$ cat config.mk
export PLATFORM = sky130hd
export DESIGN_NAME = shift_reg_mode_flat
export DESIGN_NICKNAME = d
export VERILOG_FILES = /design/src/rtl/shift_reg_mode_if.sv /design/src/rtl/shift_reg_mode.sv /design/src/flat_wrapper.sv
export SDC_FILE = /design/constraint.sdc
export NUM_CORES = 1
export LEC_CHECK = 0
export BUFFER_PORTS_ARGS = -buffer_cell sky130_fd_sc_hd__buf_4
export CORE_MARGIN = 2
export CORE_UTILIZATION = 30
export DETAILED_ROUTE_END_ITERATION = 8
export GPL_TIMING_DRIVEN = 0
export PLACE_DENSITY = 0.58
export RECOVER_POWER = 25
export SLEW_MARGIN = 10
export SYNTH_ARGS = -nofsm -noshare
export SYNTH_HDL_FRONTEND = slang
export SYNTH_SLANG_ARGS = --single-unit
$ cat constraint.sdc
create_clock -name clk -period 5.4 [get_ports clk]
set_input_delay 1.08 -clock clk [delete_from_list [all_inputs] [get_ports clk]]
set_output_delay 1.08 -clock clk [all_outputs]
set_load 0.05 [all_outputs]
$ cat src/rtl/shift_reg_mode_if.sv
// Control/data bundle for shift_reg_mode: master drives the operation,
// slave (the register) returns contents, shift-out bit and edge flags.
interface shift_reg_mode_if #(
    parameter int unsigned WIDTH = 8
) ();
    localparam int unsigned MODE_W = 3;

    logic              en;
    logic [MODE_W-1:0] mode;
    logic [WIDTH-1:0]  d;
    logic              sin;
    logic [WIDTH-1:0]  q;
    logic              sout;
    logic [WIDTH-1:0]  rise;
    logic [WIDTH-1:0]  fall;
    logic              changed;

    modport master (
        output en, mode, d, sin,
        input  q, sout, rise, fall, changed
    );

    modport slave (
        input  en, mode, d, sin,
        output q, sout, rise, fall, changed
    );
endinterface

$ cat src/rtl/shift_reg_mode.sv
// Multi-mode WIDTH-bit register: load, shift, rotate, mask set/clear,
// with registered per-bit rise/fall flags describing the latest edge.
module shift_reg_mode #(
    parameter int unsigned     WIDTH     = 8,
    parameter logic [WIDTH-1:0] RESET_VAL = '0
) (
    input logic             clk,
    input logic             rst,
    shift_reg_mode_if.slave bus
);
    typedef enum logic [2:0] {
        MODE_HOLD = 3'd0,
        MODE_LOAD = 3'd1,
        MODE_SHL  = 3'd2,
        MODE_SHR  = 3'd3,
        MODE_ROTL = 3'd4,
        MODE_ROTR = 3'd5,
        MODE_SET  = 3'd6,
        MODE_CLR  = 3'd7
    } mode_e;

    if (WIDTH < 2) begin : g_width_check
        $error("shift_reg_mode: WIDTH must be at least 2");
    end

    logic [WIDTH-1:0] q_q, q_d;
    logic             sout_q, sout_d;
    logic [WIDTH-1:0] rise_q, rise_d;
    logic [WIDTH-1:0] fall_q, fall_d;
    logic             changed_q, changed_d;

    // Next-state decode; flags fall out of comparing next and current q.
    always_comb begin
        q_d    = q_q;
        sout_d = sout_q;
        if (bus.en) begin
            case (mode_e'(bus.mode))
                MODE_HOLD: q_d = q_q;
                MODE_LOAD: q_d = bus.d;
                MODE_SHL: begin
                    q_d    = {q_q[WIDTH-2:0], bus.sin};
                    sout_d = q_q[WIDTH-1];
                end
                MODE_SHR: begin
                    q_d    = {bus.sin, q_q[WIDTH-1:1]};
                    sout_d = q_q[0];
                end
                MODE_ROTL: begin
                    q_d    = {q_q[WIDTH-2:0], q_q[WIDTH-1]};
                    sout_d = q_q[WIDTH-1];
                end
                MODE_ROTR: begin
                    q_d    = {q_q[0], q_q[WIDTH-1:1]};
                    sout_d = q_q[0];
                end
                MODE_SET: q_d = q_q | bus.d;
                MODE_CLR: q_d = q_q & ~bus.d;
                default:  q_d = q_q;
            endcase
        end
        rise_d    = q_d & ~q_q;
        fall_d    = ~q_d & q_q;
        changed_d = |(rise_d | fall_d);
    end

    // Reset discards everything, including the transition to RESET_VAL.
    always_ff @(posedge clk) begin
        if (rst) begin
            q_q       <= RESET_VAL;
            sout_q    <= 1'b0;
            rise_q    <= '0;
            fall_q    <= '0;
            changed_q <= 1'b0;
        end else begin
            q_q       <= q_d;
            sout_q    <= sout_d;
            rise_q    <= rise_d;
            fall_q    <= fall_d;
            changed_q <= changed_d;
        end
    end

    assign bus.q       = q_q;
    assign bus.sout    = sout_q;
    assign bus.rise    = rise_q;
    assign bus.fall    = fall_q;
    assign bus.changed = changed_q;
endmodule

$ cat src/flat_wrapper.sv
// flat-port wrapper written by rule: the top's interface ports become plain ports
module shift_reg_mode_flat 
#(
    parameter int unsigned     WIDTH     = 8,
    parameter logic [WIDTH-1:0] RESET_VAL = '0
)
  (clk, rst, bus_en, bus_mode, bus_d, bus_sin, bus_q, bus_sout, bus_rise, bus_fall, bus_changed);
  shift_reg_mode_if #(.WIDTH(WIDTH)) bus_i ();
  input logic clk;
  input logic rst;
  input wire logic [$bits(bus_i.en)-1:0] bus_en;
  input wire logic [$bits(bus_i.mode)-1:0] bus_mode;
  input wire logic [$bits(bus_i.d)-1:0] bus_d;
  input wire logic [$bits(bus_i.sin)-1:0] bus_sin;
  output wire logic [$bits(bus_i.q)-1:0] bus_q;
  output wire logic [$bits(bus_i.sout)-1:0] bus_sout;
  output wire logic [$bits(bus_i.rise)-1:0] bus_rise;
  output wire logic [$bits(bus_i.fall)-1:0] bus_fall;
  output wire logic [$bits(bus_i.changed)-1:0] bus_changed;
  assign bus_i.en = bus_en;
  assign bus_i.mode = bus_mode;
  assign bus_i.d = bus_d;
  assign bus_i.sin = bus_sin;
  assign bus_q = bus_i.q;
  assign bus_sout = bus_i.sout;
  assign bus_rise = bus_i.rise;
  assign bus_fall = bus_i.fall;
  assign bus_changed = bus_i.changed;
  shift_reg_mode #(.WIDTH(WIDTH), .RESET_VAL(RESET_VAL)) u_core (.clk(clk), .rst(rst), .bus(bus_i));
endmodule
==> results of run 1 <==
## Yosys cell counts (all sizes together) (2+ instances only)
library cell and count:
a221o 2, a22o 6, a22oi 6, a32o 6
buf 7, clkbuf 2, dfxtp 26, ha 16
inv 12, mux2 2, mux2i 8, nand2 5
nand4 2, nor2 5, nor2b 18, o21ai 5
o221ai 7, o2bb2ai 6
## power groups by stage
stage | combinational [mW] | sequential (mW) | clock (mW)
floorplan | 0.0582 | 0.243 | 0
global placement | 0.128 | 0.214 | 0
detailed placement | 0.128 | 0.214 | 0
CTS | 0.129 | 0.209 | 0.167
global route | 0.136 | 0.210 | 0.173
finish | 0.124 | 0.209 | 0.160
## logic make-up after synthesis
group	after synthesis	synth area share
simple gates	34	0.1258
mux	10	0.06944
xor+xnor	2	0.01634
fa+ha+maj	16	0.1307
compound gates	46	0.2549
flops	26	0.3399
buf+inv	21	0.06291
## per-layer routing
| layer | wire length (um) | track usage |
|---|---|---|
| met5 | 0 | 0 |
| met2 | 1691 | 0.2242 |
| met4 | 17 | 0.02339 |
| met3 | 182 | 0.03175 |
| met1 | 1721 | 0.1823 |
## worst max path at each step
stage | to | slack (ns) | depth (start not counted)
2_1_floorplan | u_core.bus.changed | 2.81 | 9
3_3_place_gp | u_core.bus.changed | 2.41 | 9
6_report | u_core.bus.changed | 2.68 | 9
5_1_grt | u_core.bus.changed | 2.52 | 9
4_1_cts | u_core.bus.changed | 2.71 | 9
3_5_place_dp | u_core.bus.changed | 2.42 | 9
## registers in the layout, summed over array words and instances, names as in the netlist
name,cells
u_core.bus.sout,1
u_core.bus.fall,8
u_core.bus.changed,1
u_core.bus.q,8
u_core.bus.rise,8
## critical path, cell delays in order
cell	delay (ns)
buf_4	0.13
buf_4	0.17
xnor2_1	0.48
o2bb2ai_1	0.21
a22o_1	0.28
ha_1	0.28
nand4_1	0.08
nor2_1	0.11
nor2_1	0.04
## area by class of cell
type	instances	area share
timing repair buffer	39	0.1283
sequential	26	0.2696
clock inverter	1	0.01555
tap	70	0.04537
multi-input combinational	108	0.4699
buffer	9	0.02657
clock buffer	3	0.02139
inverter	12	0.02333
## through the flow
| stage | power, mW | setup WS [ns] |
|---|---|---|
| 3_3_place_gp | 0.3416 | 2.409 |
| 3_5_place_dp | 0.3420 | 2.424 |
| 6_report | 0.4929 | 2.677 |
| 4_1_cts | 0.5049 | 2.709 |
| 5_1_grt | 0.5196 | 2.520 |
| 2_1_floorplan | 0.3011 | 2.808 |
==> key figures, run 1 <==
Worst setup path
  – CP Data Required Time: 5.54 ns
  – CP startpoint kind: primary input
  – Crit path kind: in -> reg
  – R2R Path Start: u_core.bus.q[0]
  – R2r endpoint: u_core.bus.changed
  – R2R cell count: 8
  – Arr. time, crit path: 2.87 ns
  – Crit path launch: bus_mode[1]
  – CP max FO: 10
  – Setup crit end kind: flip-flop
  – R2r setup slk: 3.42 ns

Place
  – Dpl cells: 264
  – Placed Area: 0.001912 sq mm
  – Gpl congestion: 0.8262
  – DPL Wire Length: 2670 um
  – Port Buf Inserts: 39

STA
  – Worst hold margin: 0.5469 ns
  – Tmin final: 2.723 ns
  – Setup Viol. Count Final: 0
  – Max_slew headroom: 0.5648
  – Setup TNS: 0 ns
  – RSZ-0062 raised after global routing: no
  – Period utilization: 0.5043
  – Max Freq: 367.2 MHz
  – Final Hold Viols: 0
  – Worst Tran Pin Value: 0.6506 ns
  – Max-slew violations: 0
  – Clk_skew: 0.008174 ns

Yosys
  – Syn Area/Cell: 9.880 sq um
  – Seq/Total Area, Yosys: 0.3399
  – EDFF count, synth: 0
  – Synthesized Nets: 186
  – Ys async rst share: 0
  – Most used flip-flop cell after synthesis: dfxtp_1
  – Warnings, synthesis: 0
  – Top cell type's share of synthesized area: 0.3399
  – Synth Instances: 155
  – Mapped Area: 0.001531 sq mm
  – Unique cell type count in the Yosys netlist: 38
  – Yosys top cell by area: dfxtp_1
  – Synth area leaders: dfxtp_1, ha_1, nor2b_1, mux2i_1, o221ai_1
  – Post-synthesis register bit count: 26

Final layout
  – Synthesis-to-layout area growth: 26.06%
  – Fin area: 0.001931 sq mm
  – Fin util: 0.3854
  – Commonest non-fill, non-tap cell in the layout: buf_4
  – Nets: 230
  – Diodes inserted: 0
  – Commonest cells after routing, fill and taps aside: buf_4, dfxtp_1, nor2b_1
  – Filler cells: 560
  – FF+latch area: 520.5 sq um
  – Share of post-route cells with drive strength above 1: 0.2222
  – Non-filler cells, final: 268
  – Multi-input logic area: 907.1 sq um

Drt
  – Total number of vias: 1,288
  – DRC viols: 0
  – Antenna-violating nets left: 0
  – Post-DR vias/cell: 4.806
  – DR pass1 iterations: 4
  – DR WL/cell: 13.48 um
  – Post-Route WL: 3613 um
  – Initial drt markers: 46

CTS
  – Post-CTS setup buffers: 0
  – CTS clock-pin slew for the worst setup and hold paths: 0.09 ns
  – TritonCTS Buffers: 3
  – Cts repair resizes: 0
  – CTS tree: done
  – H-tree depth: 1
  – Root buffer cell: clkbuf_8
  – # hold bufs at CTS: 0
  – Total clock sinks: 26
  – Clock Latency Late Sink: 0.27 ns
  – Longest Clk Path Bufs: 2

Power
  – Combinational Power Share: 0.252
  – P_sw: 147.9 uW
  – Switching share of power: 0.3001
  – Internal power: 345.0 uW
  – Reg power frac: 0.423
  – VDD IR-drop max: 146.6 uV
  – Pwr/cell area: 255.3 mW/mm^2
  – P_leak: 0.7841 nW
  – Clk pwr share: 0.325

Job
  – Max Cap Viol: 0

Floorplan
  – Top Ports: 41
  – Die H: 75.45 um
  – Full die area: 0.005693 sq mm
  – Starting Density: 0.3057
  – Row cnt: 26
  – Die Wd: 75.45 um
  – Core area: 0.005010 sq mm

GRT
  – Grt total ovfl: 0
  – Global Route Usage Sum: 0.1352
  – Largest net degree at the start of global routing: 16
  – First-pass GRT wire length: 5809 um
  – Initial antenna violation count: 0
  – Vias in the first global route: 1,176

Worst hold path
  – Hold EP: u_core.bus.sout
  – Worst Hold Depth: 2
  – Hold Crit Start: u_core.bus.sout
  – Tightest Hold Check Type: reg -> reg

Status
  – Status: complete, no violations
(Power assumes the default switching activity.)
==> run 2, diff against run 1 <==
Settings changed: PLACE_DENSITY 0.58 to 0.6.
Clock period 5.4 ns to 2.2 ns, I/O delays scaled along.
==> run 2 against run 1 <==
  * Register-to-register slack got worse by 3.2 ns
  * Sequential share of layout area decreased by 0.21 points
  * Combinational power increased by 150%
  * Sequential power increased by 150%
  * Non-clock buffer count unchanged
  * Core utilization increased by 0.30 points
  * First-iteration DRC count decreased by 52%
  * Setup slack got worse by 2.5 ns
  * Worst hold slack got worse by 0.019 ns
  * Die area unchanged
  * Flip-flop and latch count unchanged
  * Count of clock-buffer cells in the layout unchanged
  * Largest cell class unchanged
==> key figures, run 2 (synthesized netlist as in run 1, its figures left out) <==
Status
  – Status: complete, no violations

GRT
  – Grt total ovfl: 0
  – Most Crowded Layer GR: met2
  – Met2 Resource Use GR: 0.2232
  – Initial antenna violation count: 0
  – Global Route Usage Sum: 0.1373
  – GR Util met1: 0.1780
  – Met3 usage in global routing: 0.02910
  – First-pass GRT wire length: 5816 um
  – Largest net degree at the start of global routing: 16
  – Vias in the first global route: 1,193

STA
  – Period utilization: 0.9043
  – Worst hold margin: 0.5280 ns
  – Tmin final: 1.989 ns
  – RSZ-0062 raised after global routing: no
  – Clk_skew: 0.006102 ns
  – Max_slew headroom: 0.6024
  – Max Freq: 502.7 MHz
  – Max-slew violations: 0
  – Final Hold Viols: 0
  – Setup TNS: 0 ns
  – Setup Viol. Count Final: 0
  – Worst Tran Pin Value: 0.5990 ns

Power
  – Pwr/cell area: 627.8 mW/mm^2
  – VDD IR-drop max: 239.6 uV
  – P_leak: 0.7910 nW

Worst hold path
  – Tightest Hold Check Type: reg -> reg
  – Worst Hold Depth: 2
  – Hold Crit Start: u_core.bus.sout
  – Hold EP: u_core.bus.sout

Final layout
  – Share of post-route cells with drive strength above 1: 0.2323
  – Nets: 230
  – Fin util: 0.3884
  – Diodes inserted: 0
  – Commonest cells after routing, fill and taps aside: buf_4, dfxtp_1, nor2b_1
  – Commonest non-fill, non-tap cell in the layout: buf_4
  – Synthesis-to-layout area growth: 27.04%

Place
  – Gpl congestion: 0.8274
  – Port Buf Inserts: 39
  – DPL Wire Length: 2711 um

Drt
  – Post-Route WL: 3686 um
  – Total number of vias: 1,291
  – DR WL/cell: 13.75 um
  – DR pass1 iterations: 4
  – Antenna-violating nets left: 0
  – Initial drt markers: 22
  – DRC viols: 0
  – Post-DR vias/cell: 4.817

CTS
  – Clock Latency Late Sink: 0.28 ns
  – CTS clock-pin slew for the worst setup and hold paths: 0.09 ns
  – Total clock sinks: 26
  – TritonCTS Buffers: 3
  – H-tree depth: 1
  – Post-CTS setup buffers: 0
  – Longest Clk Path Bufs: 2
  – # hold bufs at CTS: 0
  – Root buffer cell: clkbuf_8
  – CTS tree: done

Worst setup path
  – Crit path kind: reg -> reg
  – Setup crit end kind: flip-flop
  – CP cell instances: mux2_4 > a221o_1 > a32oi_2 > inv_1 > ha_1 > nand4_1 > nor2_1 > nor2_1
  – R2R Path Start: u_core.bus.q[0]
  – Most numerous cell on the critical path: nor2_1
  – CP startpoint kind: flip-flop
  – Largest stage delay, worst path: 0.41 ns
  – CP max FO: 9
  – CP Data Required Time: 2.35 ns
  – R2r setup slk: 0.21 ns
  – Crit path buffers/inverters: 1
  – R2r endpoint: u_core.bus.changed
  – R2R cell count: 8
  – Arr. time, crit path: 2.14 ns
  – Slowest-stage cell, CP: dfxtp_1
  – Crit path max-delay family: compound AO/OA/AOI/OAI gates

Floorplan
  – Row cnt: 26
  – Die Wd: 75.45 um
  – Starting Density: 0.3057
  – Die H: 75.45 um
  – Full die area: 0.005693 sq mm
  – Top Ports: 41
  – Core area: 0.005010 sq mm

Job
  – Max Cap Viol: 0
run 2: cell count changes in the layout (fill, tap and decap cells not counted):
cell	before	now
xnor2_1	1	0
xnor2_2	0	1
xor2_1	1	0
xor2_2	0	1
run 2: worst min-delay path: stages (launching register included):
cell and delay (ns):
dfxtp_1 0.32, a21oi_1 0.11, a311oi_1 0.06
run 2: through the flow:
step	cells	area [sq um]	setup slack, ns	total power, mW
6_report	268	1946	0.2106	1.221
5_1_grt	268	1946	0.04103	1.283
4_1_cts	268	1983	0.1466	1.245
3_5_place_dp	264	1912	-0.1534	0.8395
3_3_place_gp	264	1912	-0.1280	0.8368
2_1_floorplan	155	1531	0.1629	0.7390
run 2: metal layers:
metal,wire length [um],share of wire
met5,0,0
met3,210,0.057
met1,1710,0.46
met4,44,0.012
met2,1721,0.47
run 2: how the worst max path moves through the flow:
stage / start / endpoint / slack [ns] / depth (start not counted)
final: u_core.bus.q[0] / u_core.bus.changed / 0.21 / 8
after global routing: u_core.bus.q[1] / u_core.bus.changed / 0.04 / 8
after CTS: bus_mode[1] / u_core.bus.changed / 0.15 / 9
after detailed placement: bus_mode[1] / u_core.bus.changed / -0.15 / 9
after global placement: bus_mode[1] / u_core.bus.changed / -0.13 / 9
after floorplan: u_core.bus.q[0] / u_core.bus.changed / 0.16 / 8
run 2: cell type report:
class / instances / area, sq um
Inverter: 12 / 45.04
Sequential cell: 26 / 520.5
Fill cell: 572 / 3064
Timing Repair Buffer: 39 / 247.7
Clock buffer: 3 / 41.29
Clock inverter: 1 / 30.03
Multi-Input combinational cell: 108 / 922.1
Buffer: 9 / 51.30
Tap cell: 70 / 87.58
run 2: repair_timing:
| item | 4_1_cts | 5_1_grt |
|---|---|---|
| endpoints found under the setup margin | 0 | 1 |
| endpoints found under the hold margin | 0 | 0 |
| gates resized for setup | 0 | 1 |
run 2: report_power, final:
part	internal, mW	leakage [nW]	switching [mW]
Sequential	0.492	0.212	0.0203
Clock	0.244	0.0357	0.158
Combinational	0.113	0.544	0.195
Total	0.849	0.791	0.373
==> run 3, diff against run 2 <==
--- a/config.mk
+++ b/config.mk
@@ -8,8 +8,9 @@
 export BUFFER_PORTS_ARGS = -buffer_cell sky130_fd_sc_hd__buf_4
 export CORE_MARGIN = 2
-export CORE_UTILIZATION = 30
+export CORE_UTILIZATION = 45
+export CTS_CLUSTER_SIZE = 14
 export DETAILED_ROUTE_END_ITERATION = 8
 export GPL_TIMING_DRIVEN = 0
-export PLACE_DENSITY = 0.6
+export PLACE_DENSITY = 0.81
 export RECOVER_POWER = 25
 export SLEW_MARGIN = 10
==> constraint.sdc (replaced) <==
create_clock -name clk -period 2.2 [get_ports clk]
set_input_delay 0 -clock clk [delete_from_list [all_inputs] [get_ports clk]]
set_output_delay 0 -clock clk [all_outputs]
set_load 0.05 [all_outputs]
==> run 3 against run 2 <==
  * Sequential power about the same
  * Final cell count down 9.0%
  * Power down 5.8%
  * Count of clock-buffer cells in the layout unchanged
  * Worst hold slack worse by 0.47 ns
==> key figures, run 3 (synthesized netlist as in run 1, its figures left out) <==
Floorplan
  – Starting Density: 0.4626
  – Die Wd: 62.34 um
  – Full die area: 0.003886 sq mm
  – Row cnt: 21
  – Die H: 62.34 um
  – Top Ports: 41
  – Core area: 0.003311 sq mm

STA
  – Final worst slack: 0.1881 ns
  – Max Freq: 497.0 MHz
  – RSZ-0062 raised after global routing: no
  – Tmin final: 2.012 ns
  – Setup Viol. Count Final: 0
  – Max_slew headroom: 0.5968
  – Max-slew violations: 0
  – Worst Tran Pin Value: 0.6074 ns
  – Worst hold margin: 0.05578 ns
  – Clk_skew: 0.004517 ns
  – Final Hold Viols: 0
  – Period utilization: 0.9145
  – Setup TNS: 0 ns

Power
  – P_leak: 0.7739 nW
  – Overall Power: 1.151 mW
  – Pwr/cell area: 610.3 mW/mm^2
  – VDD IR-drop max: 262.5 uV

Drt
  – Antenna-violating nets left: 0
  – DR WL/cell: 14.07 um
  – DR pass1 iterations: 4
  – Total number of vias: 1,325
  – Initial drt markers: 46
  – DRC viols: 0
  – Post-DR vias/cell: 5.430
  – Post-Route WL: 3434 um

CTS
  – Longest Clk Path Bufs: 2
  – # hold bufs at CTS: 0
  – Cts repair resizes: 0
  – Clock Latency Late Sink: 0.33 ns
  – Total clock sinks: 26
  – CTS tree: done
  – TritonCTS Buffers: 3
  – CTS clock-pin slew for the worst setup and hold paths: 0.15 ns
  – Post-CTS setup buffers: 0
  – H-tree depth: 1
  – Root buffer cell: clkbuf_4

Final layout
  – Fin util: 0.5695
  – Synthesis-to-layout area growth: 23.12%
  – Diodes inserted: 0
  – Commonest cells after routing, fill and taps aside: buf_4, dfxtp_1, nor2b_1
  – Nets: 230
  – Share of post-route cells with drive strength above 1: 0.2222
  – Commonest non-fill, non-tap cell in the layout: buf_4

GRT
  – Global Route Usage Sum: 0.1827
  – Largest net degree at the start of global routing: 16
  – Initial antenna violation count: 0
  – Vias in the first global route: 1,232
  – Grt total ovfl: 0
  – First-pass GRT wire length: 5761 um

Worst setup path
  – Setup crit end kind: flip-flop
  – CP startpoint kind: flip-flop
  – Arr. time, crit path: 2.23 ns
  – Crit path kind: reg -> reg
  – CP max FO: 9
  – CP Data Required Time: 2.42 ns

Status
  – Status: complete, no violations

Job
  – Max Cap Viol: 0

Place
  – DPL Wire Length: 2532 um
  – Setup WS pre-CTS: 0.2106 ns
  – Port Buf Inserts: 39
  – Gpl congestion: 0.8623

Worst hold path
  – Tightest Hold Check Type: in -> reg
## run 3: cell count changes in the layout (fill, tap and decap cells not counted)
cell and change:
xnor2_1 +1, clkbuf_4 +3, buf_4 -1, clkbuf_8 -3, clkbuf_1 +1, xnor2_2 -1
## run 3: through the flow
stage	cells	instance area, sq um
after floorplan	155	1531
after global placement	240	1882
after detailed placement	240	1882
after CTS	244	1934
after global routing	244	1886
final	244	1886
## run 3: routing by layer
layer / global-route usage / part of all wire / up-vias
met5: 0 / 0 / -
met4: 0.05000 / 0.011 / 0
met3: 0.01993 / 0.061 / 5
met2: 0.3152 / 0.49 / 42
met1: 0.2427 / 0.44 / 616
li1: - / - / 662
## run 3: where the power goes
part           leakage, nW  switching, mW  internal [mW]  total (mW)
Sequential           0.212         0.0198          0.493       0.513
Clock               0.0279          0.152          0.184       0.336
Combinational        0.534          0.193          0.109       0.302
## run 3: area by class of cell
cell class	count	area, sq um
plain buffers	9	51.30
clock buffers	3	22.52
clock inverters	1	30.03
fillers	328	1425
inverters	12	45.04
multi-input cells	108	914.6
flip-flops and latches	26	520.5
well taps	46	57.56
repair buffers	39	244.0
## run 3: path summary, 6_finish.rpt
kind                   startpoint            endpoint  depth (start not counted)  slack, ns
hold / removal           bus_d[6]     u_core.bus.q[6]                          3       0.06
setup / recovery  u_core.bus.q[0]  u_core.bus.changed                          8       0.19
setup reg to reg  u_core.bus.q[0]  u_core.bus.changed                          8       0.19
hold reg to reg   u_core.bus.sout     u_core.bus.sout                          2       0.56
## run 3: critical path: stages (launching register included)
cell	delay, ns
dfxtp_1	0.43
mux2_4	0.29
a221o_1	0.36
a32oi_2	0.25
inv_1	0.07
ha_1	0.29
nand4_1	0.07
nor2_1	0.09
nor2_1	0.04
